--- src/rtl/branch_cmp_rv32i.sv ---
// rtl/branch_cmp_rv32i.sv - RV32I branch resolver with 2-entry result buffer; BR_MISALIGN_EN adds misaligned-target flag
module branch_cmp_rv32i #(
    parameter int XLEN  = 32,
    parameter int DEPTH = 2
) (
    input  logic            clk,
    input  logic            rst_n,
    input  logic            in_valid,
    output logic            in_ready,
    input  logic [2:0]      in_funct3,
    input  logic [XLEN-1:0] in_rs1,
    input  logic [XLEN-1:0] in_rs2,
    input  logic [XLEN-1:0] in_pc,
    input  logic [XLEN-1:0] in_imm,
    output logic            out_valid,
    input  logic            out_ready,
    output logic            out_taken,
    output logic [XLEN-1:0] out_next_pc,
    output logic            out_illegal,
    output logic            out_misaligned
);

    logic [1:0]      count;
    logic [1:0]      count_next;
    logic            rd_ptr;
    logic            wr_ptr;
    logic            in_ready_r;
    logic            head;
    logic            push;
    logic            pop;

    logic            cmp_eq;
    logic            cmp_lt;
    logic            cmp_ltu;
    logic            res_taken;
    logic            res_illegal;
    logic [XLEN-1:0] res_target;
    logic [XLEN-1:0] res_seq;
    logic [XLEN-1:0] res_next_pc;

    logic            mem_taken   [DEPTH];
    logic            mem_illegal [DEPTH];
    logic [XLEN-1:0] mem_next_pc [DEPTH];

    assign push      = in_valid && in_ready_r;
    assign pop       = out_valid && out_ready;
    assign in_ready  = in_ready_r;
    assign out_valid = (count != 2'd0);

    assign cmp_eq  = (in_rs1 == in_rs2);
    assign cmp_lt  = ($signed(in_rs1) < $signed(in_rs2));
    assign cmp_ltu = (in_rs1 < in_rs2);

    always_comb begin
        res_taken   = 1'b0;
        res_illegal = 1'b0;
        case (in_funct3)
            3'b000:  res_taken = cmp_eq;
            3'b001:  res_taken = !cmp_eq;
            3'b100:  res_taken = cmp_lt;
            3'b101:  res_taken = !cmp_lt;
            3'b110:  res_taken = cmp_ltu;
            3'b111:  res_taken = !cmp_ltu;
            default: res_illegal = 1'b1;
        endcase
    end

    // Both adds wrap modulo 2^XLEN; no carry is reported.
    assign res_target  = in_pc + in_imm;
    assign res_seq     = in_pc + XLEN'(4);
    assign res_next_pc = res_taken ? res_target : res_seq;

    assign count_next = count + {1'b0, push} - {1'b0, pop};

    always_ff @(posedge clk or negedge rst_n) begin
        if (!rst_n) begin
            count      <= 2'd0;
            rd_ptr     <= 1'b0;
            wr_ptr     <= 1'b0;
            in_ready_r <= 1'b1;
        end else begin
            count      <= count_next;
            in_ready_r <= (count_next < 2'd2);
            if (push) begin
                wr_ptr <= !wr_ptr;
            end
            if (pop) begin
                rd_ptr <= !rd_ptr;
            end
        end
    end

    always_ff @(posedge clk or negedge rst_n) begin
        if (!rst_n) begin
            for (int i = 0; i < DEPTH; i++) begin
                mem_taken[i]   <= 1'b0;
                mem_illegal[i] <= 1'b0;
                mem_next_pc[i] <= '0;
            end
        end else if (push) begin
            mem_taken[wr_ptr]   <= res_taken;
            mem_illegal[wr_ptr] <= res_illegal;
            mem_next_pc[wr_ptr] <= res_next_pc;
        end
    end

    // When empty, present the most recently popped slot so outputs hold their last value.
    assign head = (count == 2'd0) ? !rd_ptr : rd_ptr;

    assign out_taken   = mem_taken[head];
    assign out_illegal = mem_illegal[head];
    assign out_next_pc = mem_next_pc[head];

`ifdef BR_MISALIGN_EN
    logic mem_mis [DEPTH];

    always_ff @(posedge clk or negedge rst_n) begin
        if (!rst_n) begin
            for (int i = 0; i < DEPTH; i++) begin
                mem_mis[i] <= 1'b0;
            end
        end else if (push) begin
            mem_mis[wr_ptr] <= res_taken && (res_target[1:0] != 2'b00);
        end
    end

    assign out_misaligned = mem_mis[head];
`else
    assign out_misaligned = 1'b0;
`endif

endmodule

--- config.mk ---
export PLATFORM = sky130hd
export DESIGN_NAME = branch_cmp_rv32i
export DESIGN_NICKNAME = d
export VERILOG_FILES = /design/src/rtl/branch_cmp_rv32i.sv
export SDC_FILE = /design/constraint.sdc
export NUM_CORES = 1
export LEC_CHECK = 0
export BUFFER_PORTS_ARGS = -buffer_cell sky130_fd_sc_hd__buf_2
export CAP_MARGIN = 15
export CORE_ASPECT_RATIO = 0.8
export CORE_MARGIN = 2
export CORE_UTILIZATION = 49
export DETAILED_ROUTE_END_ITERATION = 10
export PLACE_DENSITY_LB_ADDON = 0.08
export SETUP_SLACK_MARGIN = 0.5
export SLEW_MARGIN = 20
export SYNTH_ARGS = -nofsm -noshare
export SYNTH_HDL_FRONTEND = slang
export SYNTH_SLANG_ARGS = --single-unit
--- constraint.sdc ---
create_clock -name clk -period 2.4 [get_ports clk]
set_input_delay 0.72 -clock clk [delete_from_list [all_inputs] [get_ports clk]]
set_output_delay 0.72 -clock clk [all_outputs]
set_load 0.01 [all_outputs]
Yosys cells after proc, flatten, opt, wreduce, memory -nomap -nowiden
Index checks and enable logic that the tools add are counted.
Cells by class
  bitwise operators: 2
  multipliers: 0
  reductions and logical operators: 12
  magnitude comparators: 6
  multiplexer cells: 20
  add/sub/neg operators: 4
  shift-type cells: 0
  divide/modulo/power cells: 0
  eq/ne operators: 6
Operator list (number)
  32-bit 2-to-1 mux: 5
  64-bit bitwise mux: 1
  32-bit less-than comparator: 2
  32-bit by 3-bit adder with 32-bit output (second input constant): 1
  32-bit adder: 1
  32-bit demux with 1-bit select: 1
  32-bit equality test: 1
  3-bit equality test (second input constant): 4
  1-bit 2-to-1 mux: 9
  1-bit case mux with 6 select lines: 1
  6-bit OR reduction: 1
  1-bit zero test: 5
  2-bit bitwise mux: 2
  2-bit greater-or-equal comparator (second input constant): 2
  1-bit inverter with 2-bit output: 2
  3-bit by 1-bit equality test with 1-bit output (second input constant): 1
  1-bit logical AND: 3
  3-bit zero test: 1
  2-bit by 1-bit adder with 2-bit output: 1
  2-bit zero test: 1
  2-bit by 1-bit less-than comparator with 1-bit output (second input constant): 1
  2-bit less-than comparator (second input constant): 1
  2-bit nonzero test: 1
  2-bit by 1-bit subtractor with 2-bit output: 1
  1-bit demux with 1-bit select: 1
Storage, ports and cells
  memories kept: 0
  memory bits (writable): 0
  output and inout bits: 37
  input port bits: 135
  word-level logic and storage cells: 60
  flip-flop bits (word level): 73
  ROM bits: 0
  latch bits: 0

Depth between registers and ports, before layout
  depth in word-level cells: 6
  mapped depth: 13

Worst setup path after synthesis
No wires, ideal clock.
  path kind: input port to flip-flop
  from: input in_rs2[23]
  to: register mem_next_pc[24] (netlist bit)
  required time: 2.265 ns
  library setup time: 0.135 ns
  data arrival time: 2.806 ns
  path slack: -0.541 ns
  stages: 12
  buffers on the path: 2
  path through: inv_1 > ha_1 > nand4_1 > nor4_4 > nand3_1 > xnor2_1 > a32o_1 > a211o_1 > buf_6 > buf_6 > a41oi_1 > o21ai_0
Between the ends
  word-level cells in the longest chain between the ends: 5
RTL lines
  from (decl): RTL line 12  | input logic [XLEN-1:0] in_rs2,
  32-bit less-than comparator, or another cell as far along: RTL line 52  | assign cmp_ltu = (in_rs1 < in_rs2);
  1-bit zero test, on equally long branches: RTL line 63, 59, 61
  1-bit case mux with 6 select lines (*): RTL line 57  | case (in_funct3)
  32-bit 2-to-1 mux (*): RTL line 71  | assign res_next_pc = res_taken ? res_target : res_seq;
  64-bit bitwise mux (*): RTL line 103  | mem_next_pc[wr_ptr] <= res_next_pc;
  to (signal, indexed assignment): RTL line 103
  to (decl): RTL line 43  | logic [XLEN-1:0] mem_next_pc [DEPTH];
Mark *: on every way between the ends. The rest lies on a longest branch, timed or not.
A chain may end at the register's enable or synchronous reset.

Worst setup path in the final report
  from: input in_rs2[26]
  to: register mem_next_pc[31] (netlist bit)
The elaborated chain is that of the path after synthesis.

==> results.json <==
{
  "status": "finished, violations left",
  "violations": "negative setup slack",
  "cp_slowest_stage_delay_ns": 0.40,
  "antenna_found_initial": 0,
  "yosys-top-cells-area": "dfrtp_1 28%, ha_1 13%, nand2_1 7.1%",
  "rsz0062_at_grt": "true",
  "fp.dieW_um": 133,
  "slew_headroom": 0.647,
  "initial_core_util": 0.505,
  "crit_family": "buffers and inverters",
  "root_buffer": "clkbuf_16",
  "cts.sinks": 73,
  "finalHoldWorstSlack_ns": 0.425,
  "worstPathRequired_ns": 2.62,
  "nets": 1334,
  "synth_edf_count": 0,
  "cts_buffers": 9,
  "worstSetupEndpointType": "register",
  "finalHoldViolations": 0,
  "core_area_mm2": 0.0129,
  "place_ws_ns": -1.04,
  "crit_buf_inv": 8,
  "tightest_slew_ns": 0.528,
  "viasPerCell": 5.72,
  "drc": 0,
  "skew_ns": 0.00682,
  "drive_above_1_share": 0.483,
  "cap_viol_max_count": 0,
  "antenna-diode-count": 0,
  "syn_to_final_growth_pct": 66.2,
  "final_cell_mix": "156 x buf_4, 118 x nand2_1, 116 x buf_2",
  "pwr_density_cell_mw_per_mm2": 977,
  "grt_pass1_wl_mm": 36.5,
  "netlist.area_leader.share": 0.276,
  "setup_viol": 100,
  "cts_buffer_depth": 2,
  "ir_worst_vdd_uv": 795,
  "postSynthCellCount": 795,
  "io_buffers": 170,
  "p_seq_frac": 0.206,
  "io_pins": 172,
  "stdcell_count": 1312,
  "netlist_area_mm2": 0.00652,
  "start_kind": "input port",
  "synthArstFlopShare": 1.00,
  "period_share": 1.29,
  "crit_start": "in_rs2[26]",
  "place_area_mm2": 0.00908,
  "final_common_cell": "buf_4",
  "final_design_area_no_fill_mm2": 0.0108,
  "setup_ws_ns": -0.703,
  "place_congestion": 0.912,
  "synth_ff_type": "dfrtp_1",
  "rows": 37,
  "post-route-util": 0.839,
  "yosysWarningCount": 0,
  "syn_nets": 997,
  "path_cells": "buf_8, inv_4, ha_4, nand4_1, nor4_4, buf_4, o311a_4, a2111oi_4, buf_4, a211oi_4, buf_6, buf_12, buf_8, buf_4, o31a_1, nand2_1",
  "fin_setup_tns_ns": -52.25,
  "grt_use_total": 0.324,
  "clock_power_share": 0.127,
  "drtIter0Drc": 462,
  "numPlacedInstances": 1262,
  "power.switching_mw": 4.05,
  "p_total_mw": 10.6,
  "internal-power_mw": 6.54,
  "clk_pin_slew_ns": 0.06,
  "crit_top_cell": "buf_4",
  "drt_wl_total_mm": 24.8,
  "cp_max_fo": 7,
  "dr.pass1.iters": 5,
  "hold_class": "input port to async pin",
  "path_class": "input port to register",
  "ant_nets": 0,
  "dieArea_mm2": 0.0143,
  "num_vias": 7507,
  "dp_hpwl_mm": 16.3,
  "fmax_mhz": 322,
  "grt_overflow": 0,
  "cpMaxStageDelayCell": "nor4_4",
  "fp.dieH_um": 107,
  "synth.largest_area_cell": "dfrtp_1",
  "rr_startpoint": "count[1]",
  "grt_max_degree": 74,
  "synthDistinctLibCells": 64,
  "h-tree-depth": 3,
  "finalCriticalPeriod_ns": 3.10,
  "post_drt_wl_per_cell_um": 18.9,
  "swShare": 0.382,
  "cts_tree": "yes",
  "ys_ff_latch": 73,
  "cp.arrival_ns": 3.32,
  "p_leak_nw": 5.24,
  "drv_slew": 0,
  "synth_area_per_cell_um2": 8.20,
  "insertion_delay_ns": 0.35,
  "grt_pass1_vias": 7459,
  "p_comb_frac": 0.667,
  "yosysSeqAreaShare": 0.280
}
-- cells in the mapped netlist (4+ instances only) --
cell	n
a21o_1	18
a21oi_1	55
a31oi_1	5
and2_1	4
and3_1	9
and4_1	4
buf_2	4
clkbuf_1	18
dfrtp_1	72
ha_1	66
inv_1	53
mux2_2	37
mux2i_1	5
nand2_1	123
nand2b_1	4
nand3_1	15
nand4_1	13
nor2_1	37
nor2b_1	8
nor3_1	13
o211ai_1	4
o21a_1	8
o21ai_0	66
o21ai_1	35
or3_1	4
xnor2_1	34
xor2_1	22
-- area by class of cell --
cell class / count / area (um2)
fillers: 766 / 2080
clock buffers: 11 / 233
multi-input cells: 641 / 5390
well taps: 175 / 219
flip-flops and latches: 73 / 1830
repair buffers: 354 / 2890
clock inverters: 5 / 56.3
inverters: 53 / 229
-- path summary, 6_finish.rpt --
check / to / slack [ns] / depth (start not counted)
worst max-delay path: mem_next_pc[31] / -0.70 / 16
worst min-delay path: mem_next_pc[0] / 0.42 / 2
worst max register to register: in_ready / 0.43 / 9
worst min register to register: mem_next_pc[20] / 0.48 / 2
max in group asynchronous: in_ready / 1.64 / 2
min in group clk: mem_next_pc[20] / 0.48 / 2
-- worst register-to-register path: stages (launching register included) --
cell and delay [ns]:
dfrtp_1 0.39, or2_4 0.29, buf_6 0.13, and2_4 0.17, ha_4 0.27, inv_4 0.04
ha_4 0.17, xnor2_4 0.14, xnor2_2 0.23, inv_1 0.08
-- power by group through the flow --
stage / Combinational, mW / Sequential, mW / Clock, mW
after floorplan: 3.15 / 2.08 / 0
after global placement: 4.61 / 2.12 / 0
after detailed placement: 4.75 / 2.17 / 0
after CTS: 6.30 / 2.15 / 1.35
after global routing: 7.40 / 2.24 / 1.41
final: 7.06 / 2.18 / 1.35
-- flip-flops by register name, indices dropped and copies added (netlist names) --
register,count
mem_taken,2
wr_ptr,1
mem_illegal,2
in_ready,1
count,2
mem_next_pc,64
rd_ptr,1
-- repair_timing --
item / CTS / global route
buffers inserted: 19 / 8
gates cloned: 6 / 1
setup endpoints to repair: 100 / 103
hold buffers: 0 / 0
resized for setup: 144 / 94
pin swaps: 14 / 22
-- kinds of logic (layout without fill, tap and decap cells) --
family	after synthesis	count (layout)	synth area share
buffers and inverters	81	423	0.0526
xor gates and xnor gates	56	56	0.0752
DFF	73	73	0.280
other	1	1	0.000575
and+or+nand+nor	249	249	0.181
AOI/OAI and AO/OA	226	226	0.209
muxes	42	42	0.0716
adders and majority gates	67	67	0.130
-- layer usage --
layer  vias up  wire length (um)  global-route usage  share of wire
li1       3498                 -                   -              -
met1      3567             10100               0.405           0.41
met2       362             12100               0.569           0.49
met3        80              1720              0.0544          0.069
met4         0               896               0.109          0.036
met5         -                 0                   0              0
Note: power is estimated with default switching activity, not from simulation.
